[src/rtl/mem_arbiter_pkg.sv]
// rtl/mem_arbiter_pkg.sv - shared types and helpers for the memory arbiter
package mem_arbiter_pkg;

    typedef enum logic {
        IDLE   = 1'b0,
        RMW_WR = 1'b1
    } state_t;

    typedef enum logic [1:0] {
        SZ_B = 2'd0,
        SZ_H = 2'd1,
        SZ_W = 2'd2
    } size_t;

    typedef enum logic {
        OWN_I = 1'b0,
        OWN_D = 1'b1
    } owner_t;

    typedef struct packed {
        logic [31:0] word;
        logic [1:0]  off;
        logic [1:0]  size;
        logic [31:0] wdata;
    } merge_t;

    // Size code 3 is treated as a word everywhere (size[1] set).
    function automatic logic is_word(input logic [1:0] size);
        return size[1];
    endfunction

    function automatic logic misaligned(input logic [1:0] size, input logic [1:0] off);
        return ((size == SZ_H) && off[0]) || (is_word(size) && (off != 2'd0));
    endfunction

endpackage

[src/rtl/mem_lane_align.sv]
// rtl/mem_lane_align.sv - byte-lane store merge and load extraction/extension
module mem_lane_align
    import mem_arbiter_pkg::*;
(
    input  logic [31:0] rd_word,
    input  logic [31:0] wdata,
    input  logic [1:0]  off,
    input  logic [1:0]  size,
    input  logic        is_unsigned,
    output logic [31:0] load_data,
    output logic [31:0] merged
);

    logic [7:0]  lane_b;
    logic [15:0] lane_h;

    always_comb begin
        lane_b    = rd_word[{off, 3'b000} +: 8];
        lane_h    = rd_word[{off[1], 4'b0000} +: 16];
        load_data = rd_word;
        merged    = wdata;
        case (size)
            SZ_B: begin
                load_data = is_unsigned ? {24'd0, lane_b} : {{24{lane_b[7]}}, lane_b};
                merged    = rd_word;
                merged[{off, 3'b000} +: 8] = wdata[7:0];
            end
            SZ_H: begin
                load_data = is_unsigned ? {16'd0, lane_h} : {{16{lane_h[15]}}, lane_h};
                merged    = rd_word;
                merged[{off[1], 4'b0000} +: 16] = wdata[15:0];
            end
            default: begin
                load_data = rd_word;
                merged    = wdata;
            end
        endcase
    end

endmodule

[src/rtl/mem_arbiter.sv]
// rtl/mem_arbiter.sv - round-robin fetch/data arbiter onto one memory port with sub-word read-modify-write
module mem_arbiter
    import mem_arbiter_pkg::*;
#(
    parameter int AWIDTH = 32,
    parameter int DWIDTH = 32
) (
    input  logic              clk,
    input  logic              rst,
    input  logic              imem_req_i,
    input  logic [AWIDTH-1:0] imem_addr_i,
    output logic              imem_gnt_o,
    output logic              imem_rvalid_o,
    output logic [DWIDTH-1:0] imem_rdata_o,
    input  logic              dmem_req_i,
    input  logic              dmem_we_i,
    input  logic [1:0]        dmem_size_i,
    input  logic              dmem_unsigned_i,
    input  logic [AWIDTH-1:0] dmem_addr_i,
    input  logic [DWIDTH-1:0] dmem_wdata_i,
    output logic              dmem_gnt_o,
    output logic              dmem_rvalid_o,
    output logic [DWIDTH-1:0] dmem_rdata_o,
    output logic              dmem_err_o,
    output logic [AWIDTH-1:0] mem_addr_o,
    output logic [DWIDTH-1:0] mem_data_o,
    output logic              mem_read_en_o,
    output logic              mem_write_en_o,
    input  logic [DWIDTH-1:0] mem_data_i
);

    state_t            state;
    state_t            state_nxt;
    owner_t            last_own;
    merge_t            mb;
    logic [AWIDTH-1:0] mb_addr;

    logic              d_misal;
    logic              d_word;
    logic              d_load_gnt;
    logic              d_rmw_gnt;
    logic [AWIDTH-1:0] i_waddr;
    logic [AWIDTH-1:0] d_waddr;

    logic [31:0]       al_rd_word;
    logic [31:0]       al_wdata;
    logic [1:0]        al_off;
    logic [1:0]        al_size;
    logic [31:0]       load_data;
    logic [31:0]       merged;

    logic              unused;
    assign unused = ^imem_addr_i[1:0];

    assign i_waddr    = {imem_addr_i[AWIDTH-1:2], 2'b00};
    assign d_waddr    = {dmem_addr_i[AWIDTH-1:2], 2'b00};
    assign d_misal    = misaligned(dmem_size_i, dmem_addr_i[1:0]);
    assign d_word     = is_word(dmem_size_i);
    assign d_load_gnt = dmem_gnt_o && !dmem_we_i && !d_misal;
    assign d_rmw_gnt  = dmem_gnt_o && dmem_we_i && !d_misal && !d_word;

    // One aligner serves both cycles: the live load in IDLE, the buffered merge in RMW_WR.
    always_comb begin
        if (state == RMW_WR) begin
            al_rd_word = mb.word;
            al_wdata   = mb.wdata;
            al_off     = mb.off;
            al_size    = mb.size;
        end else begin
            al_rd_word = mem_data_i;
            al_wdata   = dmem_wdata_i;
            al_off     = dmem_addr_i[1:0];
            al_size    = dmem_size_i;
        end
    end

    mem_lane_align u_align (
        .rd_word     (al_rd_word),
        .wdata       (al_wdata),
        .off         (al_off),
        .size        (al_size),
        .is_unsigned (dmem_unsigned_i),
        .load_data   (load_data),
        .merged      (merged)
    );

    always_ff @(posedge clk) begin
        if (rst) begin
            state <= IDLE;
        end else begin
            state <= state_nxt;
        end
    end

    always_comb begin
        state_nxt = state;
        case (state)
            IDLE:    if (d_rmw_gnt) state_nxt = RMW_WR;
            RMW_WR:  state_nxt = IDLE;
            default: state_nxt = IDLE;
        endcase
    end

    always_comb begin
        imem_gnt_o     = 1'b0;
        dmem_gnt_o     = 1'b0;
        mem_addr_o     = '0;
        mem_data_o     = '0;
        mem_read_en_o  = 1'b0;
        mem_write_en_o = 1'b0;
        if (!rst) begin
            if (state == RMW_WR) begin
                mem_addr_o     = mb_addr;
                mem_data_o     = merged;
                mem_write_en_o = 1'b1;
            end else begin
                // Fetch loses a tie unless data won the previous grant.
                imem_gnt_o = imem_req_i && (!dmem_req_i || (last_own == OWN_D));
                dmem_gnt_o = dmem_req_i && !imem_gnt_o;
                if (imem_gnt_o) begin
                    mem_addr_o    = i_waddr;
                    mem_read_en_o = 1'b1;
                end else if (dmem_gnt_o && !d_misal) begin
                    mem_addr_o = d_waddr;
                    if (dmem_we_i && d_word) begin
                        mem_data_o     = dmem_wdata_i;
                        mem_write_en_o = 1'b1;
                    end else begin
                        mem_read_en_o = 1'b1;
                    end
                end
            end
        end
    end

    always_ff @(posedge clk) begin
        if (rst) begin
            last_own      <= OWN_I;
            imem_rvalid_o <= 1'b0;
            imem_rdata_o  <= '0;
            dmem_rvalid_o <= 1'b0;
            dmem_rdata_o  <= '0;
            dmem_err_o    <= 1'b0;
            mb            <= '0;
            mb_addr       <= '0;
        end else begin
            imem_rvalid_o <= imem_gnt_o;
            dmem_rvalid_o <= d_load_gnt;
            dmem_err_o    <= dmem_gnt_o && d_misal;
            if (imem_gnt_o) begin
                imem_rdata_o <= mem_data_i;
                last_own     <= OWN_I;
            end else if (dmem_gnt_o) begin
                last_own     <= OWN_D;
            end
            if (d_load_gnt) begin
                dmem_rdata_o <= load_data;
            end
            if (d_rmw_gnt) begin
                mb      <= '{word: mem_data_i, off: dmem_addr_i[1:0], size: dmem_size_i, wdata: dmem_wdata_i};
                mb_addr <= d_waddr;
            end
        end
    end

endmodule

[config.mk]
export PLATFORM = sky130hd
export DESIGN_NAME = mem_arbiter
export DESIGN_NICKNAME = d
export VERILOG_FILES = /design/src/rtl/mem_arbiter_pkg.sv /design/src/rtl/mem_lane_align.sv /design/src/rtl/mem_arbiter.sv
export SDC_FILE = /design/constraint.sdc
export NUM_CORES = 1
export LEC_CHECK = 0
export BUFFER_PORTS_ARGS = -buffer_cell sky130_fd_sc_hd__buf_2
export CORE_MARGIN = 3
export CORE_UTILIZATION = 56
export CTS_BUF_LIST = sky130_fd_sc_hd__clkbuf_16
export CTS_CLUSTER_SIZE = 25
export DETAILED_ROUTE_END_ITERATION = 8
export HOLD_SLACK_MARGIN = 0.1
export MAX_ROUTING_LAYER = met4
export PLACE_DENSITY = 0.86
export SYNTH_ARGS = -nofsm -noshare
export SYNTH_HDL_FRONTEND = slang
export SYNTH_SLANG_ARGS = --single-unit
[constraint.sdc]
create_clock -name clk -period 8.3 [get_ports clk]
set_clock_uncertainty 0.05 [all_clocks]
set_input_delay 1.66 -clock clk [delete_from_list [all_inputs] [get_ports clk]]
set_output_delay 1.66 -clock clk [all_outputs]
set_load 0.005 [all_outputs]
## Word level (Yosys, flattened, before mapping)

Index checks and enable logic that the tools add are counted.

| word-level totals | value |
|---|---|
| register bits after elaboration | 167 |
| logic and storage cells | 80 |
| output and inout port bits | 135 |

| operators by class | value |
|---|---|
| mux-type cells | 35 |
| $add $sub $neg | 2 |
| bitwise gates (word level) | 1 |
| equal/unequal tests | 2 |
| shift-type cells | 6 |
| reductions and logical operators | 22 |

Operator list:

| operator | number |
|---|---|
| $mux 32 | 13 |
| $pmux 32 s2 | 2 |
| $bwmux 32 | 2 |
| $shift 16x7->32 const A | 1 |
| $shift 8x7->32 const A | 1 |
| $shiftx 16x7->32 | 1 |
| $shiftx 32x6->16 | 1 |
| $shiftx 32x6->8 | 1 |
| $shiftx 8x7->32 | 1 |
| $mux 1 | 15 |
| $neg 5->7 | 2 |
| $logic_and 1x1->1 | 12 |
| $logic_not 1->1 | 5 |
| $eq 2x1->1 const B | 2 |
| $mux 2 | 2 |
| $logic_not 2->1 | 1 |
| $logic_or 1x1->1 | 2 |
| $pmux 1 s2 | 1 |
| $reduce_bool 2->1 | 1 |
| $reduce_or 2->1 | 1 |
| $not 1->1 | 1 |

## Depth between registers and ports, before layout

| depth | value |
|---|---|
| depth after elaboration | 12 |
| gate-level depth with buffers | 11 |
| gate-level depth less buffers | 8 |

## Modules after synthesis

Synthesis repeated with hierarchy kept, for this count alone.

| unflattened totals | value |
|---|---|
| cells, all modules | 1,194 |
| area, all modules | 9,557.9 um^2 |

Modules (own cells, without submodules):

| module | cells an instance | times used | sequential area each (um^2) | area an instance (um^2) |
|---|---|---|---|---|
| mem_arbiter | 926 | 1 | 3,343.2 | 7,743.7 |
| mem_lane_align | 268 | 1 | 0.0 | 1,814.2 |

## Worst setup path after synthesis

Ideal clock, no wire load.

| timing path | value |
|---|---|
| path type | in2out |
| from | in dmem_addr_i[1] |
| to | out mem_data_o[27] |
| arrival time | 3,826 ps |
| stages on the path | 10 |
| data required time | 6,590 ps |
| slack | 2,764 ps |
| path through | buf_2 mux2i_1 buf_2 buf_1 ha_1 nor2_1 and3_1 a221oi_1 a311o_1 a21oi_1 |

| between the ends | value |
|---|---|
| longest elaborated chain between the ends | 9 |
| elaborated cells between the ends (all ways) | 19 |
| those cells by class | 2 x add/sub; 4 x shift; 8 x mux; 5 x reduce/logical |

Ends and longest elaborated chain:

| item | line | RTL |
|---|---|---|
| start, declared | mem_arbiter.sv:19 | `input logic [AWIDTH-1:0] dmem_addr_i,` |
| parallel branches: the longest is 7 deep, another holds $neg 5->7 | -- |  |
| $mux 32 * | mem_arbiter.sv:112 | `if (state == RMW_WR) begin` |
| $mux 32 * | mem_arbiter.sv:111 | `if (!rst) begin` |
| end, declared | mem_arbiter.sv:26 | `output logic [DWIDTH-1:0] mem_data_o,` |

Mark *: on every way between the ends.

## Worst setup path in the final report

Ends and elaborated chain as after synthesis.

==> summary.txt <==
Setup path
  • R2R cell count: 7
  • Setup crit end: mem_data_o[27]
  • CP endpoint kind: primary output
  • Max Fanout on Critical Path: 19
  • Critical path class: primary input to primary output
  • FF-to-FF End: dmem_rdata_o[15]
  • R2r startpoint: state
  • Crit path from: dmem_addr_i[1]
  • Data required, critical path: 6590 ps
  • Worst reg-to-reg setup slack: 4270 ps
  • Worst Path Arrival: 4410 ps
  • Startpoint Class: primary input

Synthesis
  • Ys async rst share: 0
  • Leading area contributor after synthesis: dfxtp_1
  • Primary FF master, synth: dfxtp_1
  • Synth Register Bits: 167
  • Top-area cell type share of the netlist area: 0.370
  • Top post-synthesis cells by area: dfxtp_1 37%, nand2_1 13%, a21oi_1 8.8%
  • Synth warn: 0
  • Mapped Cells: 1219
  • Post-synthesis sequential area ratio: 0.370
  • Unique masters post-synth: 64
  • Cell area after synthesis: 9020 um2
  • Number of flops mapped to enable cells by yosys: 0
  • Syn avg cell area: 7.40 um2

Pwr
  • Leak: 0.00451 uW
  • Net Sw Frac: 0.296
  • Clk pwr share: 0.420
  • Flop pwr share: 0.436
  • Pwr dens: 177 nW/um2
  • Worst vdd ir: 0.146 mV
  • Pint: 1360 uW
  • Logic pwr share: 0.145
  • Switching power: 571 uW

STA
  • Fin crit share: 0.737
  • Slew HR: 0.167
  • Final min period: 6120 ps
  • Slew @ Worst Pin: 1250 ps
  • Setup WS post-layout: 2180 ps
  • Setup-failing EPs final: 0
  • Slew Limit Fails: 0
  • Maximum clock frequency: 163 MHz
  • Unrepaired setup endpoints after global routing: false
  • Setup_tns: 0 ps
  • Final hold violations: 0

Route
  • Routed WL per cell: 19.8 um
  • DRT Wirelength: 32.6 mm
  • Final ANT Viol Nets: 0
  • Initial DRC count: 1287
  • DRC viols: 0
  • Vias/cell: 6.13
  • Drt first pass iters: 6
  • Via count: 10100

Place
  • Number of buffers added on ports: 266
  • Pre-CTS setup slack: 2240 ps
  • Gpl congestion: 1.04
  • DP HPWL: 23.5 mm

Floorplan
  • Chip width: 133 um
  • Core area: 15500 um2
  • Die H: 133 um
  • Die Area: 17700 um2
  • Cell Rows: 45
  • Starting Density: 0.583
  • # IOs: 271

Clock tree
  • CTS Root Cell: clkbuf_16
  • CTS tree: built
  • Clk_lat worst skew: 430 ps
  • Postcts setup bufs: 0
  • H-Tree Depth: 4
  • Resized cells post-CTS: 0
  • Clock Sinks: 167
  • Clock buffer depth: 2
  • Cts hold-fix bufs: 0
  • Worst-path clk slew: 80 ps
  • Number of buffers created by CTS: 17

Finish
  • Final nets: 1558
  • Area growth, synth to finish: 20.7%
  • Layout cell share with drive strength beyond 1: 0.238

GRT
  • Initial antenna violation count: 2
  • Largest net degree at the start of global routing: 98
  • Number of global-route vias before repair: 9297
  • Grt total ovfl: 0
  • Global-route wire length before repair: 50.1 mm
  • Total Routing Usage GR: 0.365

Job
  • Max Cap Viol: 0

Hold path
  • Hold crit path type: flip-flop to flip-flop

Status
  • Run status: finished, final reports clean
-- area by class of cell --
type	count	area (um2)
multi-input combinational	911	5090
inverter	43	161
clock inverter	15	186
fill	1308	4590
tap	211	264
sequential	167	3350
timing repair buffer	277	1420
antenna	2	5.00
clock buffer	17	425
-- per-stage QoR --
step	power [uW]	cell area (um2)	instances	util	hold slack [ps]
4_1_cts	1930	10900	1641	0.703	406
6_report	1930	10900	1643	0.703	405
3_3_place_gp	1130	10300	1609	0.664	388
3_5_place_dp	1130	10300	1609	0.664	396
5_1_grt	1990	10900	1643	0.703	422
2_1_floorplan	1010	9030	1220	-	383
-- flip-flops by register name, indices dropped and copies added, names as in the netlist --
name and flops:
mb_addr 30, mb 68, last_own 1, imem_rvalid_o 1, imem_rdata_o 32, state 1
dmem_err_o 1, dmem_rdata_o 32, dmem_rvalid_o 1
-- worst min-delay path by stage --
stage / startpoint / endpoint / slack [ps] / cells after the start
finish: imem_rdata_o[2] / imem_rdata_o[2] / 400 / 2
global route: imem_rdata_o[7] / imem_rdata_o[7] / 420 / 2
CTS: imem_rdata_o[8] / imem_rdata_o[8] / 410 / 2
detailed placement: imem_rdata_o[6] / imem_rdata_o[6] / 400 / 2
global placement: mb[50] / mb[50] / 390 / 2
floorplan: mb[17] / mb[17] / 380 / 2
-- placed cells by master, fill, tap and decap left out, drive strengths merged, types with 17 or more instances in the layout --
master / count
a211oi: 24
a21oi: 159
a222oi: 30
buf: 277
clkbuf: 17
dfxtp: 167
inv: 49
mux2i: 57
nand2: 318
nor2: 89
nor3: 18
o21ai: 52
-- cells by family after synthesis --
group           after synthesis  synth area share
other cells                   1          0.000416
mux                          72            0.0837
simple gates                479             0.218
flops                       167             0.370
fa+ha+maj                     5           0.00693
buf+inv                     142            0.0683
compound gates              353             0.252
-- power by group through the flow --
stage | registers, uW | logic [uW] | clock network, uW
CTS | 841 | 273 | 813
global route | 844 | 302 | 843
finish | 841 | 279 | 811
floorplan | 856 | 155 | 0
detailed placement | 859 | 271 | 0
global placement | 858 | 267 | 0
-- synth_stat cells (all sizes together), types with 6 or more instances --
| library cell | number |
|---|---|
| a211oi | 24 |
| a21oi | 159 |
| a221oi | 9 |
| a222oi | 30 |
| a22oi | 8 |
| a311oi | 8 |
| a31oi | 7 |
| a32oi | 9 |
| and3 | 6 |
| buf | 44 |
| clkbuf | 55 |
| dfxtp | 167 |
| inv | 43 |
| mux2 | 15 |
| mux2i | 57 |
| nand2 | 318 |
| nand2b | 6 |
| nand3 | 16 |
| nor2 | 89 |
| nor2b | 7 |
| nor3 | 18 |
| o21ai | 52 |
| o221ai | 8 |
| o31ai | 8 |
-- routing by layer --
metal	vias to the layer above	track usage	part of all wire
met5	-	-	0
met4	0	0.197	0.054
met3	105	0.0635	0.10
met1	4622	0.465	0.39
li1	4696	-	-
met2	647	0.551	0.45
-- worst max-delay path, stage by stage --
cell and delay (ps):
buf_2 200, mux2i_1 710, inv_2 370, ha_1 430, and3_1 280, a221oi_1 320
a311o_1 200, a21oi_1 90, buf_2 130
No activity file was read; power rests on OpenSTA's default activity.
